### config.mk
export PLATFORM = sky130hd
export DESIGN_NAME = id_ex_stage
export DESIGN_NICKNAME = d
export VERILOG_FILES = /design/src/rtl/cpu_pkg.sv /design/src/rtl/forward_mux.sv /design/src/rtl/id_ex_stage.sv
export SDC_FILE = /design/constraint.sdc
export NUM_CORES = 1
export LEC_CHECK = 0
export CAP_MARGIN = 20
export CORE_MARGIN = 5
export CORE_UTILIZATION = 50
export CTS_CLUSTER_DIAMETER = 150
export DETAILED_ROUTE_END_ITERATION = 6
export DONT_BUFFER_PORTS = 1
export GPL_TIMING_DRIVEN = 0
export PLACE_DENSITY = 0.73
export SLEW_MARGIN = 20
export SYNTH_ARGS = -nofsm -noshare
export SYNTH_HDL_FRONTEND = slang
export SYNTH_HIERARCHICAL = 1
export SYNTH_SLANG_ARGS = --single-unit
### constraint.sdc
create_clock -name clock -period 5.1 [get_ports clock]
set_input_delay 0.51 -clock clock [delete_from_list [all_inputs] [get_ports clock]]
set_output_delay 0.51 -clock clock [all_outputs]
set_load 0.005 [all_outputs]
### src/rtl/cpu_pkg.sv
// Shared CPU constants: datapath geometry, architectural register indices and control-bundle bit positions.
// Also holds the forwarding-source encoding that the operand muxes use.
package cpu_pkg;

    localparam int DATA_WIDTH = 16;
    localparam int ADDR_WIDTH = 4;

    localparam logic [ADDR_WIDTH-1:0] NO_REG  = 4'hF;
    localparam logic [ADDR_WIDTH-1:0] REG_SP  = 4'd8;
    localparam logic [ADDR_WIDTH-1:0] REG_EPC = 4'd9;
    localparam logic [ADDR_WIDTH-1:0] REG_ESP = 4'd10;
    localparam logic [ADDR_WIDTH-1:0] REG_IH  = 4'd11;
    localparam logic [ADDR_WIDTH-1:0] REG_RA  = 4'd12;

    localparam int CTRL_MEMREAD = 0;

    typedef enum logic [1:0] {
        FWD_RF,
        FWD_EX,
        FWD_WB
    } fwd_sel_e;

endpackage

### src/rtl/forward_mux.sv
// Per-operand forwarding select: EX/MEM result, then MEM/WB value, then the register-file read.
// Only architectural addresses (0..REG_RA) may match; higher codes never forward.
module forward_mux #(
    parameter int DATA_WIDTH = cpu_pkg::DATA_WIDTH,
    parameter int ADDR_WIDTH = cpu_pkg::ADDR_WIDTH
) (
    input  logic [ADDR_WIDTH-1:0] addr,
    input  logic [DATA_WIDTH-1:0] rf_value,
    input  logic [ADDR_WIDTH-1:0] ex_dest,
    input  logic [DATA_WIDTH-1:0] ex_value,
    input  logic [ADDR_WIDTH-1:0] wb_dest,
    input  logic [DATA_WIDTH-1:0] wb_value,
    output logic [DATA_WIDTH-1:0] value
);
    import cpu_pkg::*;

    logic     arch_addr;
    fwd_sel_e sel;

    assign arch_addr = (addr <= ADDR_WIDTH'(REG_RA));

    // NOTE: every combinational output gets a default first, so no path can infer a latch.
    always_comb begin
        sel = FWD_RF;
        if (arch_addr && ex_dest == addr) begin
            sel = FWD_EX;
        end else if (arch_addr && wb_dest == addr) begin
            sel = FWD_WB;
        end
    end

    always_comb begin
        value = rf_value;
        case (sel)
            FWD_EX:  value = ex_value;
            FWD_WB:  value = wb_value;
            default: value = rf_value;
        endcase
    end

endmodule

### src/rtl/id_ex_stage.sv
// ID/EX pipeline register with operand forwarding, load-use bubble insertion, hold and flush.
// Define WB_BYPASS_EN to enable the MEM/WB forwarding path; otherwise the regfile's falling-edge write covers WB.
module id_ex_stage #(
    parameter int                    DATA_WIDTH = cpu_pkg::DATA_WIDTH,
    parameter int                    ADDR_WIDTH = cpu_pkg::ADDR_WIDTH,
    parameter int                    CTRL_WIDTH = 12,
    parameter logic [ADDR_WIDTH-1:0] NO_REG     = cpu_pkg::NO_REG
) (
    input  logic                  clock,
    input  logic                  reset,
    input  logic [ADDR_WIDTH-1:0] rsAddr,
    input  logic [ADDR_WIDTH-1:0] rtAddr,
    input  logic                  useRs,
    input  logic                  useRt,
    input  logic [DATA_WIDTH-1:0] rsValueIn,
    input  logic [DATA_WIDTH-1:0] rtValueIn,
    input  logic [DATA_WIDTH-1:0] immIn,
    input  logic [CTRL_WIDTH-1:0] ctrlIn,
    input  logic [ADDR_WIDTH-1:0] destIn,
    input  logic                  validIn,
    input  logic [ADDR_WIDTH-1:0] exMemDest,
    input  logic [DATA_WIDTH-1:0] exMemValue,
    input  logic [ADDR_WIDTH-1:0] memWbDest,
    input  logic [DATA_WIDTH-1:0] memWbValue,
    input  logic                  holdIn,
    input  logic                  flushIn,
    output logic [DATA_WIDTH-1:0] rsValueOut,
    output logic [DATA_WIDTH-1:0] rtValueOut,
    output logic [DATA_WIDTH-1:0] immOut,
    output logic [CTRL_WIDTH-1:0] ctrlOut,
    output logic [ADDR_WIDTH-1:0] destOut,
    output logic                  validOut,
    output logic                  loadUseStall
);
    import cpu_pkg::*;

    logic [ADDR_WIDTH-1:0] wb_dest;
    logic [DATA_WIDTH-1:0] wb_value;
    logic [DATA_WIDTH-1:0] rs_fwd;
    logic [DATA_WIDTH-1:0] rt_fwd;
    logic                  dest_live;

`ifdef WB_BYPASS_EN
    assign wb_dest  = memWbDest;
    assign wb_value = memWbValue;
`else
    // An out-of-range destination can never match, so the WB path folds away.
    logic unused_wb;
    assign wb_dest   = NO_REG;
    assign wb_value  = '0;
    assign unused_wb = ^{memWbDest, memWbValue};
`endif

    forward_mux #(.DATA_WIDTH(DATA_WIDTH), .ADDR_WIDTH(ADDR_WIDTH)) u_fwd_rs (
        .addr     (rsAddr),
        .rf_value (rsValueIn),
        .ex_dest  (exMemDest),
        .ex_value (exMemValue),
        .wb_dest  (wb_dest),
        .wb_value (wb_value),
        .value    (rs_fwd)
    );

    forward_mux #(.DATA_WIDTH(DATA_WIDTH), .ADDR_WIDTH(ADDR_WIDTH)) u_fwd_rt (
        .addr     (rtAddr),
        .rf_value (rtValueIn),
        .ex_dest  (exMemDest),
        .ex_value (exMemValue),
        .wb_dest  (wb_dest),
        .wb_value (wb_value),
        .value    (rt_fwd)
    );

    // validOut is cleared by reset, which keeps the stall low while reset is held.
    assign dest_live    = (destOut != NO_REG) && (destOut <= ADDR_WIDTH'(REG_RA));
    assign loadUseStall = validOut && ctrlOut[CTRL_MEMREAD] && dest_live &&
                          ((useRs && rsAddr == destOut) || (useRt && rtAddr == destOut));

    // NOTE: state registers use non-blocking assignments so all flops update from pre-edge values.
    always_ff @(posedge clock or negedge reset) begin
        if (!reset) begin
            rsValueOut <= '0;
            rtValueOut <= '0;
            immOut     <= '0;
            ctrlOut    <= '0;
            destOut    <= NO_REG;
            validOut   <= 1'b0;
        end else if (holdIn) begin
            rsValueOut <= rsValueOut;
        end else if (flushIn || loadUseStall) begin
            // Bubble: operands are don't-care once validOut drops, so they simply hold.
            ctrlOut  <= '0;
            destOut  <= NO_REG;
            validOut <= 1'b0;
        end else begin
            rsValueOut <= rs_fwd;
            rtValueOut <= rt_fwd;
            immOut     <= immIn;
            ctrlOut    <= ctrlIn;
            destOut    <= destIn;
            validOut   <= validIn;
        end
    end

endmodule

After elaboration in Yosys (flattened, before gate mapping)
Index checks and enable logic that the tools add are counted.
{"block": "totals", "n_memories": 0, "in_bits": 119, "romBits": 0, "mem_bits_rw": 0, "latchBits": 0, "out_inout_bits": 66, "reg_bits": 65}
{"block": "op_classes", "n_reduce_logical": 13, "div": 0, "shifts": 0, "bitwise": 2, "magnitude_cmp": 3, "n_mul": 0, "mux": 9, "add_sub_neg": 0, "eq_ne": 11}
{"operator": "16-bit one-hot mux with 2 select lines", "count": 2}
{"operator": "4-bit equality test", "count": 4}
{"operator": "4-bit <= comparator (second input constant)", "count": 3}
{"operator": "12-bit 2-to-1 mux", "count": 1}
{"operator": "1-bit logical AND", "count": 10}
{"operator": "4-bit equality test (first input constant)", "count": 2}
{"operator": "2-bit 2-to-1 mux", "count": 4}
{"operator": "2-bit by 1-bit equality test with 1-bit output (second input constant)", "count": 2}
{"operator": "2-bit equality test (second input constant)", "count": 2}
{"operator": "4-bit 2-to-1 mux", "count": 1}
{"operator": "4-bit != test (second input constant)", "count": 1}
{"operator": "1-bit logical OR", "count": 2}
{"operator": "1-bit inverter", "count": 2}
{"operator": "2-bit AND reduction", "count": 1}
{"operator": "1-bit 2-to-1 mux", "count": 1}

Depth between registers and ports, before layout
{"block": "logic_depth", "ltp_word": 7, "ltp_mapped": 7, "ltp_nobuf": 5}

Cells and area by module
Netlist, hierarchy kept.
{"mod": "id_ex_stage", "instances": 1, "seq_area_each_um2": 1631.6, "area_each_um2": 2721.4, "cells_per_inst": 167}
{"mod": "forward_mux", "instances": 2, "seq_area_each_um2": 0.0, "area_each_um2": 880.8, "cells_per_inst": 115}

Least setup slack after synthesis
Ideal clock, no wire load.
{"block": "synth_timing", "path_type": "input to register", "start": "input rtAddr[2]", "end": "register rtValueOut[1]", "arrival_ns": 1.824, "slack_ns": 3.148, "path_buffers": 2, "setup_time_ns": 0.128, "stages": 7, "required_time_ns": 4.972, "path_cell_list": "xor2_1 -> or3_1 -> buf_6 -> buf_2 -> a211oi_1 -> a41oi_2 -> mux2_1"}
{"element": "start: declaration", "line_no": "id_ex_stage.sv:12", "text": "input logic [ADDR_WIDTH-1:0] rtAddr,"}
{"element": "4-bit <= comparator or 4-bit equality test (tied branches)", "line_no": "forward_mux.sv:20, forward_mux.sv:27"}
{"element": "1-bit logical AND", "line_no": "forward_mux.sv:27", "text": "end else if (arch_addr && wb_dest == addr) begin"}
{"element": "2-bit 2-to-1 mux", "line_no": "forward_mux.sv:27"}
{"element": "2-bit 2-to-1 mux *", "line_no": "forward_mux.sv:25", "text": "if (arch_addr && ex_dest == addr) begin"}
{"element": "2-bit equality test or 2-bit by 1-bit equality test with 1-bit output (tied branches)", "line_no": "forward_mux.sv:34", "text": "case (sel)"}
{"element": "16-bit one-hot mux with 2 select lines *", "line_no": "forward_mux.sv:34"}
{"element": "via rt_fwd[1]", "line_no": "id_ex_stage.sv:40", "text": "logic [DATA_WIDTH-1:0] rt_fwd;"}
{"element": "end signal: assignment", "line_no": "id_ex_stage.sv:97", "text": "rtValueOut <= rt_fwd;"}
{"element": "end: declaration", "line_no": "id_ex_stage.sv:28", "text": "output logic [DATA_WIDTH-1:0] rtValueOut,"}
The timed path passes the listed nets; every way through them passes the cells marked *.
A chain may end at the register's enable or synchronous reset.

Worst setup path after layout
{"block": "layout_timing", "start": "register destOut[2]", "end": "output loadUseStall"}
{"block": "layout_between", "elab_chain_cells": 4}
{"element": "start: declaration", "line_no": "id_ex_stage.sv:31", "text": "output logic [ADDR_WIDTH-1:0] destOut,"}
{"element": "start signal: assignment", "line_no": "id_ex_stage.sv:100", "text": "destOut <= destIn;"}
{"element": "4-bit <= comparator, or another cell as far along", "line_no": "id_ex_stage.sv:75", "text": "assign dest_live = (destOut != NO_REG) && (destOut <= ADDR_WIDTH'(REG_RA));"}
{"element": "1-bit logical AND (on tied branches)", "line_no": "id_ex_stage.sv:75, id_ex_stage.sv:77"}
{"element": "1-bit logical AND or 1-bit logical OR (tied branches)", "line_no": "id_ex_stage.sv:76, id_ex_stage.sv:77"}
{"element": "1-bit logical AND *", "line_no": "id_ex_stage.sv:76", "text": "assign loadUseStall = validOut && ctrlOut[CTRL_MEMREAD] && dest_live &&"}
{"element": "end: declaration", "line_no": "id_ex_stage.sv:33", "text": "output logic loadUseStall"}
Mark *: on every way between the ends. The rest lies on a longest branch, timed or not.

==> results.json <==
{
  "dpl.hpwl_mm": 9.17,
  "p_int_mw": 1.10,
  "drt-initial-drc-count": 111,
  "core-area_sq_mm": 0.00872,
  "final.period_utilization": 0.427,
  "initial_utilization": 0.514,
  "max_stage_delay_ps": 620,
  "cp-endpoint": "loadUseStall",
  "cts_tree": "yes",
  "rsz0062_at_grt": "no",
  "final_hold_viol_count": 0,
  "avgSynthCellArea_sq_um": 11.3,
  "layout_common_cells": "dfrtp_1, conb_1, nand2_1",
  "gp_congestion": 0.825,
  "cts_setup_buffers": 0,
  "via_per_inst": 5.88,
  "p_sw_uw": 439,
  "path_max_fanout": 5,
  "tns_ps": 0,
  "pwr-share-seq": 0.443,
  "synth-adder-area-share": 0,
  "cp.arrival_ps": 1670,
  "crit_cells": 4,
  "synthesis.area_sq_mm": 0.00448,
  "grt_use_met2": 0.342,
  "die_h_um": 105,
  "wl_per_cell_um": 20.3,
  "outcome": "finished clean",
  "ant_nets": 0,
  "antenna_found_initial": 0,
  "die_w_um": 105,
  "area.sequential_sq_mm": 0.00163,
  "drc": 0,
  "power_frac_comb": 0.201,
  "multi_input_area_sq_mm": 0.00279,
  "skew_ps": 9.93,
  "pwr_density_cell_mw_per_mm2": 302,
  "drv_cap": 0,
  "htreeDepth": 3,
  "cp_num_buf_inv": 0,
  "ios": 185,
  "numCtsBuffers": 9,
  "n_antenna_cell": 0,
  "grt_pass1_vias": 3596,
  "clock.fmax_mhz": 459,
  "rows": 34,
  "firstDrtPassIters": 4,
  "place.port_buffers": 0,
  "grt_use_met3": 0.104,
  "vias": 3390,
  "placedCellCount": 559,
  "vdd_drop_max_mv": 0.143,
  "cp_slowest_cell": "dfstp_2",
  "place_area_sq_mm": 0.00482,
  "drive_gt1_frac": 0.267,
  "grt_pass1_wl_mm": 18.7,
  "startpoint": "destOut[2]$_DFFE_PN1N_",
  "path_cells": "xnor2_1 -> nand3_1 -> nor3_2 -> or2_2",
  "setup_viol": 0,
  "startpoint_type": "register",
  "syn_inst": 397,
  "die_area_sq_mm": 0.0110,
  "yosys.area_share.simple": 0.122,
  "cts-root-buf": "clkbuf_8",
  "p_sw_frac": 0.285,
  "cts_buffer_depth": 2,
  "mostFrequentLayoutCell": "dfrtp_1",
  "path_clk_slew_ps": 80,
  "finalMaxSlewViolations": 0,
  "ys_ff_latch": 65,
  "postRouteWirelength_mm": 11.7,
  "synth-compound-area-share": 0.267,
  "fill_cells": 722,
  "leakagePower_nw": 2.02,
  "synth_xor_area_frac": 0.0391,
  "p_total_mw": 1.54,
  "nets": 583,
  "cpLargestDelayFamily": "flip-flops",
  "rr_endpoint": "rtValueOut[11]$_DFFE_PN0P_",
  "final_cells": 577,
  "synth_top_family_by_area": "compound AO/OA/AOI/OAI gates",
  "grt_max_degree": 62,
  "ff2ff_path_depth": 7,
  "power.share.clock": 0.356,
  "regToRegStartpoint": "destOut[3]$_DFFE_PN1N_",
  "required_ps": 4590,
  "async_reset_ff_frac": 1.00,
  "grt-busiest-layer": "met2",
  "grt_use_total": 0.211,
  "cts_sinks": 65,
  "synth_cell_types": 38,
  "regToRegSetupSlack_ps": 3110,
  "synth-main-ff-cell": "dfrtp_1",
  "period_minus_slack_ps": 2180,
  "gr-total-overflow": 0,
  "setup.worst_path.end_class": "primary output",
  "muxShareOfSynthArea": 0.148,
  "clock_latency_ps": 340,
  "fin_area_sq_mm": 0.00510,
  "yosysSeqAreaShare": 0.364,
  "yosysWarnings": 6,
  "area.growth.synth_to_final_pct": 13.8,
  "synth_edf_count": 0,
  "hp-class": "primary input to asynchronous set/reset pin",
  "grtUsageMet1": 0.243,
  "path_class": "register to primary output"
}
area by class of cell:
| cell class | instances | share of cell area |
|---|---|---|
| buffer | 35 | 0.0483 |
| clock buffer | 10 | 0.0250 |
| clock inverter | 6 | 0.0228 |
| inverter | 4 | 0.00294 |
| multi-input combinational | 347 | 0.547 |
| sequential | 65 | 0.320 |
| tap | 108 | 0.0265 |
| timing repair buffer | 2 | 0.00736 |
power groups by stage:
stage               clock network (mW)  registers [mW]  logic (mW)
floorplan                            0           0.665       0.260
global placement                     0           0.693       0.283
detailed placement                   0           0.693       0.293
CTS                              0.559           0.686       0.307
global route                     0.582           0.696       0.340
finish                           0.549           0.682       0.309
sequential cells by signal, indices dropped and copies added, names as in the netlist:
| register | cells |
|---|---|
| validOut | 1 |
| rtValueOut | 16 |
| rsValueOut | 16 |
| ctrlOut | 12 |
| destOut | 4 |
| immOut | 16 |
cell families after synthesis:
kind of cell / Yosys count
buf+inv: 39
flops: 65
simple gates: 101
other cells: 2
mux: 48
compound gates: 122
xor+xnor: 20
routing by layer:
metal	part of all wire	routed length, um
met1	0.40	4680
met5	0	0
met2	0.46	5450
met3	0.12	1430
met4	0.016	188
how the worst min path moves through the flow:
| stage | start | to | slack, ps | depth (start not counted) |
|---|---|---|---|---|
| after floorplan | reset | ctrlOut[0]$_DFFE_PN0N_ | 210 | 0 |
| after global placement | reset | rsValueOut[9]$_DFFE_PN0P_ | 220 | 0 |
| after detailed placement | reset | rsValueOut[8]$_DFFE_PN0P_ | 220 | 0 |
| after CTS | reset | rsValueOut[2]$_DFFE_PN0P_ | 30 | 1 |
| after global routing | reset | rsValueOut[13]$_DFFE_PN0P_ | 30 | 1 |
| final | reset | rsValueOut[7]$_DFFE_PN0P_ | 20 | 1 |
cells in the mapped netlist (4+ instances only):
cell      number  area share
dfrtp_1       61        0.34
nand2_1       40       0.033
nand3_1       34       0.038
mux2_4        33        0.11
a211oi_1      32       0.054
o211ai_1      32       0.054
a41oi_2       22       0.080
xnor2_1       18       0.035
a22o_1        13       0.025
a41oi_1       12       0.023
buf_2         11       0.012
mux2_2        10       0.025
clkbuf_1       9      0.0075
nor2_1         6      0.0050
buf_8          5       0.017
mux2_1         5       0.013
a21oi_1        4      0.0045
and2_1         4      0.0056
buf_4          4      0.0067
buf_6          4       0.010
dfstp_2        4       0.023
inv_1          4      0.0033
nor2b_1        4      0.0056
what timing repair did:
action                    CTS  global route
hold endpoints to repair   61             0
hold buffers                2             0
gates resized for setup     0             0
stage by stage:
step | setup slack [ps] | hold WS, ps | util
6_report | 2920 | 24.4 | 0.585
5_1_grt | 2840 | 30.3 | 0.585
4_1_cts | 2890 | 27.0 | 0.585
3_5_place_dp | 2960 | 217 | 0.553
3_3_place_gp | 2970 | 217 | 0.553
2_1_floorplan | 3150 | 214 | -
(Power assumes the default switching activity.)
